## src/rtl/gp_rs_if.sv

```systemverilog
// Dispatch, result-bus and issue signals of the general-purpose reservation station.
// The station uses the slave modport; dispatch, the result bus and the execution unit form the master side.
interface gp_rs_if #(
  parameter int RS_ID_WIDTH  = 5,
  parameter int OPCODE_WIDTH = 8
);
  logic                    dispatch_valid;
  logic                    dispatch_ready;
  logic [RS_ID_WIDTH-1:0]  dispatch_rs_id;
  logic [OPCODE_WIDTH-1:0] dispatch_opcode;
  logic                    dispatch_a_valid;
  logic                    dispatch_b_valid;
  logic [31:0]             dispatch_a_value;
  logic [31:0]             dispatch_b_value;
  logic [RS_ID_WIDTH-1:0]  dispatch_a_rs_id;
  logic [RS_ID_WIDTH-1:0]  dispatch_b_rs_id;

  logic                    result_valid;
  logic [31:0]             result_value;
  logic [RS_ID_WIDTH-1:0]  result_rs_id;

  logic                    issue_valid;
  logic                    issue_ready;
  logic [OPCODE_WIDTH-1:0] issue_opcode;
  logic [31:0]             issue_a;
  logic [31:0]             issue_b;
  logic [RS_ID_WIDTH-1:0]  issue_rs_id;

  modport master (
    output dispatch_valid, dispatch_opcode, dispatch_a_valid, dispatch_b_valid,
           dispatch_a_value, dispatch_b_value, dispatch_a_rs_id, dispatch_b_rs_id,
           result_valid, result_value, result_rs_id, issue_ready,
    input  dispatch_ready, dispatch_rs_id, issue_valid, issue_opcode, issue_a, issue_b, issue_rs_id
  );

  modport slave (
    input  dispatch_valid, dispatch_opcode, dispatch_a_valid, dispatch_b_valid,
           dispatch_a_value, dispatch_b_value, dispatch_a_rs_id, dispatch_b_rs_id,
           result_valid, result_value, result_rs_id, issue_ready,
    output dispatch_ready, dispatch_rs_id, issue_valid, issue_opcode, issue_a, issue_b, issue_rs_id
  );
endinterface

```

## src/rtl/gp_reservation_station.sv

```systemverilog
// Reservation station: allocates dispatched instructions, captures missing operands from
// the result bus, and issues the oldest fully-ready entry to one execution unit.
module gp_reservation_station #(
  parameter int ENTRIES      = 4,
  parameter int RS_ID_WIDTH  = 5,
  parameter int BASE_ID      = 0,
  parameter int OPCODE_WIDTH = 8
) (
  input logic    clk,
  input logic    rst,
  gp_rs_if.slave bus
);
  localparam int IDX_W = $clog2(ENTRIES);
  localparam int AGE_W = $clog2(ENTRIES) + 1;
  localparam logic [AGE_W-1:0] AGE_MAX = '1;

  logic [ENTRIES-1:0]      busy_q, busy_d;
  logic [ENTRIES-1:0]      a_vld_q, a_vld_d, b_vld_q, b_vld_d;
  logic [OPCODE_WIDTH-1:0] op_q [ENTRIES];
  logic [OPCODE_WIDTH-1:0] op_d [ENTRIES];
  logic [31:0]             a_val_q [ENTRIES];
  logic [31:0]             a_val_d [ENTRIES];
  logic [31:0]             b_val_q [ENTRIES];
  logic [31:0]             b_val_d [ENTRIES];
  logic [RS_ID_WIDTH-1:0]  a_tag_q [ENTRIES];
  logic [RS_ID_WIDTH-1:0]  a_tag_d [ENTRIES];
  logic [RS_ID_WIDTH-1:0]  b_tag_q [ENTRIES];
  logic [RS_ID_WIDTH-1:0]  b_tag_d [ENTRIES];
  logic [AGE_W-1:0]        age_q [ENTRIES];
  logic [AGE_W-1:0]        age_d [ENTRIES];

  logic             alloc_ok, sel_ok, accept, fire, a_byp, b_byp;
  logic [IDX_W-1:0] alloc_idx, sel_idx;
  logic [AGE_W-1:0] sel_age;
  logic [ENTRIES-1:0] rdy;

  // Lowest free index wins; descending scan leaves the lowest one last.
  always_comb begin
    alloc_ok  = 1'b0;
    alloc_idx = '0;
    for (int i = ENTRIES - 1; i >= 0; i--) begin
      if (!busy_q[i]) begin
        alloc_ok  = 1'b1;
        alloc_idx = IDX_W'(i);
      end
    end
  end

  assign rdy = busy_q & a_vld_q & b_vld_q;

  // Strict '>' keeps the lowest index on equal ages.
  always_comb begin
    sel_ok  = 1'b0;
    sel_idx = '0;
    sel_age = '0;
    for (int i = 0; i < ENTRIES; i++) begin
      if (rdy[i] && (!sel_ok || age_q[i] > sel_age)) begin
        sel_ok  = 1'b1;
        sel_idx = IDX_W'(i);
        sel_age = age_q[i];
      end
    end
  end

  assign bus.dispatch_ready = alloc_ok;
  assign bus.dispatch_rs_id = RS_ID_WIDTH'(BASE_ID) + RS_ID_WIDTH'(alloc_idx);
  assign bus.issue_valid    = sel_ok;
  assign bus.issue_opcode   = sel_ok ? op_q[sel_idx]    : '0;
  assign bus.issue_a        = sel_ok ? a_val_q[sel_idx] : '0;
  assign bus.issue_b        = sel_ok ? b_val_q[sel_idx] : '0;
  assign bus.issue_rs_id    = sel_ok ? RS_ID_WIDTH'(BASE_ID) + RS_ID_WIDTH'(sel_idx) : '0;

  assign accept = bus.dispatch_valid && alloc_ok;
  assign fire   = sel_ok && bus.issue_ready;
  assign a_byp  = !bus.dispatch_a_valid && bus.result_valid && (bus.dispatch_a_rs_id == bus.result_rs_id);
  assign b_byp  = !bus.dispatch_b_valid && bus.result_valid && (bus.dispatch_b_rs_id == bus.result_rs_id);

  always_comb begin
    busy_d  = busy_q;
    a_vld_d = a_vld_q;
    b_vld_d = b_vld_q;
    op_d    = op_q;
    a_val_d = a_val_q;
    b_val_d = b_val_q;
    a_tag_d = a_tag_q;
    b_tag_d = b_tag_q;
    age_d   = age_q;
    for (int i = 0; i < ENTRIES; i++) begin
      if (busy_q[i] && bus.result_valid) begin
        if (!a_vld_q[i] && a_tag_q[i] == bus.result_rs_id) begin
          a_vld_d[i] = 1'b1;
          a_val_d[i] = bus.result_value;
        end
        if (!b_vld_q[i] && b_tag_q[i] == bus.result_rs_id) begin
          b_vld_d[i] = 1'b1;
          b_val_d[i] = bus.result_value;
        end
      end
      if (accept && busy_q[i] && age_q[i] != AGE_MAX) begin
        age_d[i] = age_q[i] + 1'b1;
      end
    end
    if (fire) begin
      busy_d[sel_idx] = 1'b0;
    end
    // The allocated index is never busy, so it cannot collide with the issuing entry.
    if (accept) begin
      busy_d[alloc_idx]  = 1'b1;
      op_d[alloc_idx]    = bus.dispatch_opcode;
      a_vld_d[alloc_idx] = bus.dispatch_a_valid | a_byp;
      b_vld_d[alloc_idx] = bus.dispatch_b_valid | b_byp;
      a_val_d[alloc_idx] = a_byp ? bus.result_value : bus.dispatch_a_value;
      b_val_d[alloc_idx] = b_byp ? bus.result_value : bus.dispatch_b_value;
      a_tag_d[alloc_idx] = bus.dispatch_a_rs_id;
      b_tag_d[alloc_idx] = bus.dispatch_b_rs_id;
      age_d[alloc_idx]   = '0;
    end
  end

  always_ff @(posedge clk) begin
    if (!rst) begin
      busy_q  <= '0;
      a_vld_q <= '0;
      b_vld_q <= '0;
      for (int i = 0; i < ENTRIES; i++) begin
        op_q[i]    <= '0;
        a_val_q[i] <= '0;
        b_val_q[i] <= '0;
        a_tag_q[i] <= '0;
        b_tag_q[i] <= '0;
        age_q[i]   <= '0;
      end
    end else begin
      busy_q  <= busy_d;
      a_vld_q <= a_vld_d;
      b_vld_q <= b_vld_d;
      for (int i = 0; i < ENTRIES; i++) begin
        op_q[i]    <= op_d[i];
        a_val_q[i] <= a_val_d[i];
        b_val_q[i] <= b_val_d[i];
        a_tag_q[i] <= a_tag_d[i];
        b_tag_q[i] <= b_tag_d[i];
        age_q[i]   <= age_d[i];
      end
    end
  end
endmodule

```

## src/flat_wrapper.sv

```systemverilog
// flat-port wrapper written by rule: the top's interface ports become plain ports
module gp_reservation_station_flat 
#(
  parameter int ENTRIES      = 4,
  parameter int RS_ID_WIDTH  = 5,
  parameter int BASE_ID      = 0,
  parameter int OPCODE_WIDTH = 8
)
  (clk, rst, bus_dispatch_valid, bus_dispatch_opcode, bus_dispatch_a_valid, bus_dispatch_b_valid, bus_dispatch_a_value, bus_dispatch_b_value, bus_dispatch_a_rs_id, bus_dispatch_b_rs_id, bus_result_valid, bus_result_value, bus_result_rs_id, bus_issue_ready, bus_dispatch_ready, bus_dispatch_rs_id, bus_issue_valid, bus_issue_opcode, bus_issue_a, bus_issue_b, bus_issue_rs_id);
  gp_rs_if #(.RS_ID_WIDTH(RS_ID_WIDTH), .OPCODE_WIDTH(OPCODE_WIDTH)) bus_i ();
  input logic clk;
  input logic rst;
  input wire logic [$bits(bus_i.dispatch_valid)-1:0] bus_dispatch_valid;
  input wire logic [$bits(bus_i.dispatch_opcode)-1:0] bus_dispatch_opcode;
  input wire logic [$bits(bus_i.dispatch_a_valid)-1:0] bus_dispatch_a_valid;
  input wire logic [$bits(bus_i.dispatch_b_valid)-1:0] bus_dispatch_b_valid;
  input wire logic [$bits(bus_i.dispatch_a_value)-1:0] bus_dispatch_a_value;
  input wire logic [$bits(bus_i.dispatch_b_value)-1:0] bus_dispatch_b_value;
  input wire logic [$bits(bus_i.dispatch_a_rs_id)-1:0] bus_dispatch_a_rs_id;
  input wire logic [$bits(bus_i.dispatch_b_rs_id)-1:0] bus_dispatch_b_rs_id;
  input wire logic [$bits(bus_i.result_valid)-1:0] bus_result_valid;
  input wire logic [$bits(bus_i.result_value)-1:0] bus_result_value;
  input wire logic [$bits(bus_i.result_rs_id)-1:0] bus_result_rs_id;
  input wire logic [$bits(bus_i.issue_ready)-1:0] bus_issue_ready;
  output wire logic [$bits(bus_i.dispatch_ready)-1:0] bus_dispatch_ready;
  output wire logic [$bits(bus_i.dispatch_rs_id)-1:0] bus_dispatch_rs_id;
  output wire logic [$bits(bus_i.issue_valid)-1:0] bus_issue_valid;
  output wire logic [$bits(bus_i.issue_opcode)-1:0] bus_issue_opcode;
  output wire logic [$bits(bus_i.issue_a)-1:0] bus_issue_a;
  output wire logic [$bits(bus_i.issue_b)-1:0] bus_issue_b;
  output wire logic [$bits(bus_i.issue_rs_id)-1:0] bus_issue_rs_id;
  assign bus_i.dispatch_valid = bus_dispatch_valid;
  assign bus_i.dispatch_opcode = bus_dispatch_opcode;
  assign bus_i.dispatch_a_valid = bus_dispatch_a_valid;
  assign bus_i.dispatch_b_valid = bus_dispatch_b_valid;
  assign bus_i.dispatch_a_value = bus_dispatch_a_value;
  assign bus_i.dispatch_b_value = bus_dispatch_b_value;
  assign bus_i.dispatch_a_rs_id = bus_dispatch_a_rs_id;
  assign bus_i.dispatch_b_rs_id = bus_dispatch_b_rs_id;
  assign bus_i.result_valid = bus_result_valid;
  assign bus_i.result_value = bus_result_value;
  assign bus_i.result_rs_id = bus_result_rs_id;
  assign bus_i.issue_ready = bus_issue_ready;
  assign bus_dispatch_ready = bus_i.dispatch_ready;
  assign bus_dispatch_rs_id = bus_i.dispatch_rs_id;
  assign bus_issue_valid = bus_i.issue_valid;
  assign bus_issue_opcode = bus_i.issue_opcode;
  assign bus_issue_a = bus_i.issue_a;
  assign bus_issue_b = bus_i.issue_b;
  assign bus_issue_rs_id = bus_i.issue_rs_id;
  gp_reservation_station #(.ENTRIES(ENTRIES), .RS_ID_WIDTH(RS_ID_WIDTH), .BASE_ID(BASE_ID), .OPCODE_WIDTH(OPCODE_WIDTH)) u_core (.clk(clk), .rst(rst), .bus(bus_i));
endmodule
```

## config.mk

```make
export PLATFORM = sky130hd
export DESIGN_NAME = gp_reservation_station_flat
export DESIGN_NICKNAME = d
export VERILOG_FILES = /design/src/rtl/gp_rs_if.sv /design/src/rtl/gp_reservation_station.sv /design/src/flat_wrapper.sv
export SDC_FILE = /design/constraint.sdc
export NUM_CORES = 1
export LEC_CHECK = 0
export ABC_AREA = 1
export CAP_MARGIN = 20
export CELL_PAD_IN_SITES_DETAIL_PLACEMENT = 0
export CELL_PAD_IN_SITES_GLOBAL_PLACEMENT = 1
export CORE_MARGIN = 10
export CORE_UTILIZATION = 34
export CTS_CLUSTER_DIAMETER = 80
export DETAILED_ROUTE_END_ITERATION = 7
export GPL_TIMING_DRIVEN = 1
export MAX_ROUTING_LAYER = met4
export PLACE_DENSITY_LB_ADDON = 0.1
export SLEW_MARGIN = 20
export SYNTH_ARGS = -nofsm -noshare
export SYNTH_HDL_FRONTEND = slang
export SYNTH_SLANG_ARGS = --single-unit
```

## constraint.sdc

```tcl
create_clock -name clk -period 16.6 [get_ports clk]
set_clock_uncertainty 0.15 [all_clocks]
set_input_delay 3.32 -clock clk [delete_from_list [all_inputs] [get_ports clk]]
set_output_delay 3.32 -clock clk [all_outputs]
set_load 0.01 [all_outputs]
```

==> qor.csv, run 1 <==
stage;metric;value;unit
setup_path;worstPathBufferInverterCount;5;
synthesis;synth_compound_area_share;12.2;%
die;start_util;34.4;%
final_layout;seqCellArea;7050;um2
placement;gp_congestion;0.865;
sta;fin_tns_setup;0;ps
sta;finalCritPeriodShare;65.0;%
final_layout;nets;3515;
routing;wl_per_cell;20.9;um
power_and_ir_drop;ir_drop;0.0682;mV
status;status;finished clean;
synthesis;synthMuxAreaShare;0.0987;%
cts;clkSinkCount;352;
sta;report.final.slew_viol_count;0;
power_and_ir_drop;power;2.15;mW
setup_path;critPathMostFrequentCell;nand2_1;
synthesis;syn_inst;3294;
setup_path;critPathLaunchType;flip-flop;
synthesis;synth_cell_types;28;
routing;dr.pass1.iters;6;
setup_path;crit_path_top_delay_cell;buf_4;
power_and_ir_drop;p_leak;11.8;nW
die;die_area;69800;um2
synthesis;synth_top_family_by_area;simple AND/OR/NAND/NOR gates;
final_layout;drive_gt1_share;4.17;%
sta;relSlewSlack;35.7;%
cts;cts_inserted_buffers;46;
die;core;59000;um2
final_layout;multi_input_area;10200;um2
synthesis;yosys.area_share.simple;35.5;%
die;die_height;264;um
cts;htreeDepth;2;
sta;hold_violations;0;
global_routing;grt_max_degree;87;
setup_path;path_class;flip-flop to output port;
routing;vias_per_cell;5.27;
setup_path;cp.arrival;7320;ps
routing;finalWirelength;87300;um
power_and_ir_drop;powerDensity;88.8;nW/um2
final_layout;syn2layout_area_growth;19.5;%
setup_path;crit_fanout;86;
setup_path;cp_top_family;simple AND/OR/NAND/NOR gates;
global_routing;grt_overflow;0;
cts;cts_tree;built;
sta;rsz0062_at_grt;no;
placement;post-dp-hpwl;52200;um
cts;cts_setup_buffers;0;
placement;numPortBuffers;203;
routing;drc_errors;0;
global_routing;grt_util_all_layers;24.7;%
synthesis;syn_area;20300;um2
global_routing;grt_pass1_wl;131000;um
die;num_io_pins;210;
final_layout;design_area;24200;um2
setup_path;required;13130;ps
final_layout;layout_commonest_cell;nand2_1;
synthesis;synth.avg_cell_area;6.16;um2
final_layout;layout_common_cells;846 x nand2_1, 632 x nand3_1, 575 x inv_1, 352 x dfxtp_1, 203 x clkdlybuf4s50_1;
sta;max_freq;92.7;MHz
die;row_count;89;
routing;vias;22033;
sta;worstMarginPinSlew;963;ps
sta;finalSetupViolations;0;
synthesis;seq_area_frac_synth;34.7;%
die;die_w;264;um
cts;cts_root_buffer;clkbuf_16;
job;max-cap-violations;0;
cts;clk_path_buf_depth;3;
placement;postPlaceCellArea;22700;um2
cts;post_cts_resized;0;
setup_path;cp-end-kind;output port;
global_routing;grt_pass1_vias;21428;
routing;first_iter_violations;1753;
sta;period_needed;10790;ps
synthesis;synth_fa_ha_area_share;1.05;%
synthesis;yosysWarnings;0;
final_layout;finish.utilization;41.1;%
setup_path;cpPeakStageDelay;760;ps
cts;cts_hold_buf;0;
routing;ant_nets;0;
synthesis;synth-seq-cells;352;
final_layout;fillCellCount;6406;
synthesis;synthXorXnorAreaFrac;0.734;%
cts;clkTransAtPathRegs;50;ps
global_routing;antenna_found_initial;1;
min_path;hold_path.class;flip-flop to flip-flop;
cts;worstSkewPairLatency;590;ps
-- power breakdown --
group | internal, mW | total [mW] | leakage, nW | switching, mW
combinational | 0.0801 | 0.245 | 8.18 | 0.165
clock | 0.604 | 1.00 | 0.739 | 0.400
sequential | 0.882 | 0.904 | 2.86 | 0.0228
-- final timing paths --
check	slack [ps]	endpoint	startpoint	cells past startpoint
setup reg to reg	11060	u_core.busy_q[0]	u_core.busy_q[0]	29
hold reg to reg	310	u_core.op_q[2]	u_core.op_q[2]	2
hold / removal	310	u_core.op_q[2]	u_core.op_q[2]	2
setup / recovery	5810	bus_issue_opcode[7]	u_core.busy_q[0]	32
-- Yosys cell counts --
| master | number | area [um2] |
|---|---|---|
| a21o_1 | 6 | 45.0 |
| a21oi_1 | 156 | 781 |
| a31oi_1 | 3 | 18.8 |
| buf_1 | 32 | 120 |
| buf_2 | 60 | 300 |
| buf_4 | 23 | 173 |
| clkbuf_1 | 99 | 372 |
| clkinv_1 | 1 | 3.75 |
| conb_1 | 1 | 3.75 |
| dfxtp_1 | 352 | 7050 |
| ha_1 | 17 | 213 |
| inv_1 | 582 | 2180 |
| inv_2 | 6 | 22.5 |
| mux2i_1 | 2 | 20.0 |
| nand2_1 | 850 | 3190 |
| nand3_1 | 637 | 3190 |
| nand3_2 | 3 | 30.0 |
| nand3b_1 | 2 | 15.0 |
| nand4_1 | 66 | 413 |
| nor2_1 | 63 | 236 |
| nor3_1 | 13 | 65.1 |
| nor3_4 | 1 | 16.3 |
| nor4_4 | 2 | 42.5 |
| o211ai_1 | 33 | 248 |
| o21ai_0 | 200 | 1000 |
| o21ai_1 | 28 | 140 |
| o22ai_1 | 39 | 244 |
| xor2_1 | 17 | 149 |
-- metal layers --
metal  share of wire (%)  vias to the layer above  global-route usage [%]
met1                  43                    10329                    30.2
li1                    -                    10686                       -
met2                  47                      863                    40.8
met3                 7.1                      155                    3.76
met4                 3.0                        0                    8.53
met5                   0                        -                       -
-- through the flow --
stage	hold slack, ps	setup WS [ps]	std cells
5_1_grt	335	5060	4178
3_3_place_gp	288	6490	4097
4_1_cts	310	5800	4177
2_1_floorplan	279	8960	3299
6_report	307	5810	4178
3_5_place_dp	295	6420	4097
-- worst reg2reg max path: cells and delay by family (launching register included) --
kind / cells / cell delay (ps)
adder cells (fa/ha/maj): 3 / 920
AND/OR/NAND/NOR: 19 / 2330
flip-flops: 1 / 420
buffers and inverters: 2 / 700
AO/OA/AOI/OAI: 5 / 890
-- kinds of logic after synthesis --
| family | count (synthesis) |
|---|---|
| XOR/XNOR | 17 |
| adder cells (fa/ha/maj) | 17 |
| multiplexers | 2 |
| flip-flops | 352 |
| AND/OR/NAND/NOR | 1637 |
| buffers and inverters | 803 |
| other | 1 |
| AO/OA/AOI/OAI | 465 |
-- flip-flops by register name (all words and copies together), names as in the netlist --
name            count
u_core.a_val_q    128
u_core.b_val_q    128
u_core.op_q        32
u_core.a_tag_q     20
u_core.b_tag_q     20
u_core.age_q       12
u_core.a_vld_q      4
u_core.b_vld_q      4
u_core.busy_q       4
-- layout make-up --
class,instances,share of cell area (%)
tap,773,3.99
inverter,589,9.15
clock buffer,74,5.94
clock inverter,6,0.243
antenna,1,0.0103
multi-input combinational,2144,42.1
sequential,352,29.1
timing repair buffer,239,9.50
Note: power is estimated with default switching activity, not from simulation.
==> run 2: changes to the inputs <==
==> constraint.sdc (replaced) <==
create_clock -name clk -period 11.1 [get_ports clk]
set_clock_uncertainty 0.15 [all_clocks]
set_input_delay 2.22 -clock clk [delete_from_list [all_inputs] [get_ports clk]]
set_output_delay 2.22 -clock clk [all_outputs]
set_load 0.01 [all_outputs]
==> qor.csv, run 2 (synthesis gave the netlist of run 1 again) <==
stage;metric;value;unit;change
status;status;finished clean;;
placement;post-dp-hpwl;50200;um;-3.8%
cts;post_cts_resized;0;;unchanged
sta;hold_violations;0;;unchanged
min_path;hold_depth;2;;unchanged
routing;vias;22039;;+0.027%
power_and_ir_drop;power_frac_comb;11.6;%;+0.2 points
final_layout;syn2layout_area_growth;19.6;%;about the same
global_routing;grt_pass1_vias;21600;;+0.80%
power_and_ir_drop;powerDensity;132;nW/um2;+49%
sta;report.final.slew_viol_count;0;;unchanged
routing;drc_errors;0;;unchanged
power_and_ir_drop;clkPwrFrac;46.5;%;about the same
power_and_ir_drop;p_leak;11.8;nW;+0.11%
die;die_w;264;um;unchanged
cts;cts_inserted_buffers;44;;-4.3%
final_layout;nets;3513;;-0.057%
cts;cts_tree;built;;
die;die_area;69800;um2;unchanged
routing;first_iter_violations;1869;;+6.6%
cts;clkTransAtPathRegs;60;ps;about the same
sta;finalSetupViolations;0;;unchanged
cts;cts_root_buffer;clkbuf_16;;
sta;worstMarginPinSlew;1170;ps;+204 ps
setup_path;cp.arrival;6850;ps;-470 ps
final_layout;layout_commonest_cell;nand2_1;;
setup_path;timing.rr.end;u_core.busy_q[0];;
routing;vias_per_cell;5.28;;about the same
cts;clkSinkCount;352;;unchanged
routing;ant_nets;0;;unchanged
sta;fin_tns_setup;0;ps;unchanged
min_path;hold_path.class;flip-flop to flip-flop;;
placement;numPortBuffers;203;;unchanged
setup_path;crit_start;u_core.busy_q[0];;
placement;gp_congestion;0.831;;-3.9%
global_routing;grt_util_all_layers;25.0;%;+0.28 points
job;max-cap-violations;0;;unchanged
die;start_util;34.4;%;unchanged
setup_path;required;8730;ps;-4400 ps
setup_path;cp_top_family;simple AND/OR/NAND/NOR gates;;
global_routing;grt_overflow;0;;unchanged
power_and_ir_drop;swShare;27.4;%;+0.11 points
final_layout;top_regs;u_core.a_val_q x128, u_core.b_val_q x128, u_core.op_q x32;;
cts;htreeDepth;2;;unchanged
final_layout;fillCellCount;6443;;+0.58%
sta;relSlewSlack;22.2;%;-14 points
cts;cts_setup_buffers;0;;unchanged
die;num_io_pins;210;;unchanged
routing;wl_per_cell;21.1;um;+0.86%
final_layout;antenna_cells;0;;-1
global_routing;grt_max_degree;98;;+13%
cts;worstSkewPairLatency;580;ps;about the same
setup_path;r2r-start;u_core.busy_q[0];;
setup_path;reg2reg_slack;5950;ps;-5110 ps
setup_path;cpPeakStageDelay;700;ps;-60 ps
sta;period_needed;9220;ps;
final_layout;drive_gt1_share;4.23;%;+0.059 points
global_routing;grt_pass1_wl;133000;um;+1.3%
setup_path;critPathMostFrequentCell;nand2_1;;
power_and_ir_drop;ir_drop;0.110;mV;+62%
global_routing;antenna_found_initial;0;;-1
setup_path;crit_end;bus_issue_b[0];;
power_and_ir_drop;intPower;2.33;mW;+49%
setup_path;worstPathBufferInverterCount;6;;+1
die;core;59000;um2;unchanged
setup_path;crit_fanout;41;;-52%
setup_path;crit_path_top_delay_cell;clkinv_2;;
die;die_height;264;um;unchanged
sta;max_freq;108;MHz;
cts;clk_path_buf_depth;3;;unchanged
cts;cts_hold_buf;0;;unchanged
setup_path;path_class;flip-flop to output port;;
sta;rsz0062_at_grt;no;;
setup_path;critPathLaunchType;flip-flop;;
routing;dr.pass1.iters;6;;unchanged
final_layout;layout_common_cells;846 x nand2_1, 632 x nand3_1, 575 x inv_1, 352 x dfxtp_1, 203 x clkdlybuf4s50_1;;
die;row_count;89;;unchanged
power_and_ir_drop;power;3.21;mW;+49%
setup_path;reg2reg_depth;29;;unchanged
setup_path;cp-end-kind;output port;;
sta;finalCritPeriodShare;83.1;%;
setup_path;cp_num_cells;33;;+3.1%
power_and_ir_drop;switching_power;0.880;mW;+50%
routing;finalWirelength;88000;um;+0.83%
power_and_ir_drop;pwr-share-seq;41.9;%;about the same
-- run 2: cell count changes in the layout (fill, tap and decap cells not counted), sizes merged --
| cell | previous run | this run |
|---|---|---|
| inv | 585 | 588 |
| diode | 1 | 0 |
| clkinv | 9 | 10 |
| bufinv | 1 | 3 |
| clkbuf | 74 | 68 |
-- run 2: power by group through the flow --
stage	clock network, mW	registers [mW]	logic, mW
2_1_floorplan	0	1.37	0.201
3_3_place_gp	0	1.37	0.365
3_5_place_dp	0	1.37	0.367
4_1_cts	1.52	1.35	0.369
5_1_grt	1.57	1.35	0.408
6_report	1.49	1.35	0.373
-- run 2: area by class of cell --
type / count / area, um2 / share of cell area, %
tap: 773 / 967 / 3.99
sequential: 352 / 7050 / 29.0
clock buffer: 68 / 1330 / 5.49
multi-input combinational: 2144 / 10200 / 42.1
inverter: 589 / 2220 / 9.14
timing repair buffer: 239 / 2350 / 9.67
clock inverter: 12 / 143 / 0.588
-- run 2: tightest hold or removal path: cells and delay by family (launching register included) --
kind / cells / cell delay [ps]
AOI/OAI and AO/OA: 1 / 50
DFF: 1 / 320
and+or+nand+nor: 1 / 50
-- run 2: metrics by stage --
step           std cells  hold WS, ps  utilization (%)  setup WS, ps  area, um2
3_5_place_dp        4096          298             38.6          2490      22800
6_report            4177          310             41.1          1880      24300
2_1_floorplan       3299          279                -          4560      20300
5_1_grt             4177          334             41.1          1170      24300
4_1_cts             4176          311             41.1          1860      24200
3_3_place_gp        4095          288             38.5          2520      22700
-- run 2: worst min path at each step --
stage,slack [ps],from,to
detailed placement,300,u_core.op_q[19],u_core.op_q[19]
floorplan,280,u_core.op_q[0],u_core.op_q[0]
global route,330,u_core.op_q[4],u_core.op_q[4]
finish,310,u_core.op_q[19],u_core.op_q[19]
CTS,310,u_core.op_q[12],u_core.op_q[12]
global placement,290,u_core.op_q[1],u_core.op_q[1]
-- run 2: metal layers --
layer | vias up | part of all wire (%) | routed length [um] | GRT usage (%)
met3 | 145 | 6.5 | 5740 | 3.79
met2 | 792 | 47 | 41800 | 40.9
met4 | 0 | 2.7 | 2370 | 8.37
met1 | 10414 | 43 | 38100 | 31.0
met5 | - | 0 | 0 | -
li1 | 10688 | - | - | -
==> run 3: changes to the inputs <==
==> constraint.sdc (replaced) <==
create_clock -name clk -period 8.9 [get_ports clk]
set_clock_uncertainty 0.15 [all_clocks]
set_input_delay 1.78 -clock clk [delete_from_list [all_inputs] [get_ports clk]]
set_output_delay 1.78 -clock clk [all_outputs]
set_load 0.01 [all_outputs]
==> qor.csv, run 3 (synthesis gave the netlist of run 1 again) <==
stage;metric;value;unit;change
min_path;hold_path.class;flip-flop to flip-flop;;
sta;worstMarginPinSlew;1180;ps;+9.87 ps
sta;finalCritPeriodShare;91.8;%;
routing;finalWirelength;87200;um;-0.88%
final_layout;layout_common_cells;846 x nand2_1, 632 x nand3_1, 575 x inv_1, 352 x dfxtp_1, 203 x clkdlybuf4s50_1;;
routing;vias_per_cell;5.24;;-0.71%
placement;postPlaceCellArea;22800;um2;+0.35%
die;core;59000;um2;unchanged
sta;max_freq;122;MHz;
sta;fin_tns_setup;0;ps;unchanged
sta;report.final.slew_viol_count;0;;unchanged
final_layout;design_area;24200;um2;-0.22%
die;die_w;264;um;unchanged
global_routing;grt_busiest_layer;met2;;
final_layout;nets;3520;;+0.20%
setup_path;path_class;flip-flop to output port;;
routing;vias;21898;;-0.64%
global_routing;grt_pass1_vias;21163;;-2.0%
final_layout;layout_commonest_cell;nand2_1;;
sta;relSlewSlack;21.5;%;-0.66 points
final_layout;fillCellCount;6461;;+0.28%
setup_path;cpPeakStageDelay;490;ps;-210 ps
sta;finalSetupViolations;0;;unchanged
routing;dr.pass1.iters;8;;+2
final_layout;drive_gt1_share;4.26;%;+0.027 points
setup_path;critPathLaunchType;flip-flop;;
placement;numPortBuffers;203;;unchanged
global_routing;grt_pass1_wl;132000;um;-1.0%
final_layout;top_regs;u_core.a_val_q x128, u_core.b_val_q x128, u_core.op_q x32;;
status;status;finished clean;;
setup_path;cp-end-kind;output port;;
final_layout;syn2layout_area_growth;19.4;%;
cts;clkSinkCount;352;;unchanged
global_routing;met2_usage;40.7;%;-0.17 points
die;die_area;69800;um2;unchanged
sta;period_needed;8170;ps;
placement;post-dp-hpwl;51500;um;+2.6%
die;row_count;89;;unchanged
power_and_ir_drop;p_leak;11.8;nW;-0.21%
sta;fin_hold_ws;306;ps;-3.67 ps
cts;clk_path_buf_depth;3;;unchanged
global_routing;grt_max_degree;67;;-32%
global_routing;antenna_found_initial;1;;+1
setup_path;cp.arrival;6240;ps;-610 ps
routing;wl_per_cell;20.9;um;-0.95%
die;start_util;34.4;%;unchanged
sta;hold_violations;0;;unchanged
power_and_ir_drop;ir_drop;0.119;mV;+8.1%
routing;first_iter_violations;2060;;+10%
setup_path;crit_fanout;21;;-49%
global_routing;use_met3;4.05;%;+0.26 points
job;max-cap-violations;0;;unchanged
cts;post_cts_resized;0;;unchanged
cts;htreeDepth;2;;unchanged
die;die_height;264;um;unchanged
global_routing;grt_overflow;0;;unchanged
setup_path;required;6970;ps;-1760 ps
cts;clkTransAtPathRegs;60;ps;about the same
cts;cts_inserted_buffers;43;;-2.3%
placement;gp_congestion;0.864;;+4.0%
cts;cts_tree;built;;
die;num_io_pins;210;;unchanged
global_routing;grt_use_met1;30.0;%;-0.96 points
setup_path;critPathMostFrequentCell;nand2_1;;
cts;cts_hold_buf;0;;unchanged
sta;rsz0062_at_grt;no;;
routing;drc_errors;0;;unchanged
setup_path;crit_path_top_delay_cell;clkdlybuf4s50_1;;
cts;cts_root_buffer;clkbuf_16;;
routing;ant_nets;0;;unchanged
power_and_ir_drop;powerDensity;161;nW/um2;+22%
cts;cts_setup_buffers;0;;unchanged
global_routing;grt_util_all_layers;24.7;%;-0.26 points
cts;worstSkewPairLatency;580;ps;about the same
[run 3: layer usage]
layer  up-vias  routed length [um]
li1      10679                   -
met1     10201               37100
met2       830               41100
met3       188                5970
met4         0                3040
met5         -                   0
[run 3: per-stage QoR]
| step | setup slack (ps) | util, % | power, mW | instances |
|---|---|---|---|---|
| after global routing | 105 | 41.0 | 4.04 | 4180 |
| after CTS | 711 | 41.0 | 3.93 | 4179 |
| final | 732 | 41.0 | 3.90 | 4180 |
| after detailed placement | 1340 | 38.7 | 2.17 | 4105 |
| after global placement | 1420 | 38.7 | 2.17 | 4105 |
| after floorplan | 2800 | - | 1.95 | 3299 |
[run 3: worst paths after layout]
path              depth (start not counted)             start               end  slack, ps
hold / removal                            2    u_core.op_q[2]    u_core.op_q[2]        310
hold reg to reg                           2    u_core.op_q[2]    u_core.op_q[2]        310
setup reg to reg                         30  u_core.busy_q[0]  u_core.busy_q[1]       3840
setup / recovery                         33  u_core.busy_q[0]    bus_issue_b[2]        730
[run 3: power by group]
part / internal, mW / switching [mW]
Combinational: 0.150 / 0.309
Clock: 1.03 / 0.732
Sequential: 1.64 / 0.0387
[run 3: final cells by class]
| type | instances | area (um2) | area share [%] |
|---|---|---|---|
| tap | 773 | 967 | 4.00 |
| clock inverter | 6 | 66.3 | 0.274 |
| clock buffer | 68 | 1300 | 5.37 |
| antenna | 1 | 2.50 | 0.0103 |
| inverter | 589 | 2220 | 9.16 |
| multi-input combinational | 2144 | 10200 | 42.2 |
| timing repair buffer | 247 | 2400 | 9.91 |
| sequential | 352 | 7050 | 29.1 |
[run 3: worst max-delay path: cells and delay by family, from the launching register on]
kind	cells	cell delay, ps
buffers and inverters	6	1620
AOI/OAI and AO/OA	5	810
and+or+nand+nor	19	1870
DFF	1	420
adders and majority gates	3	910
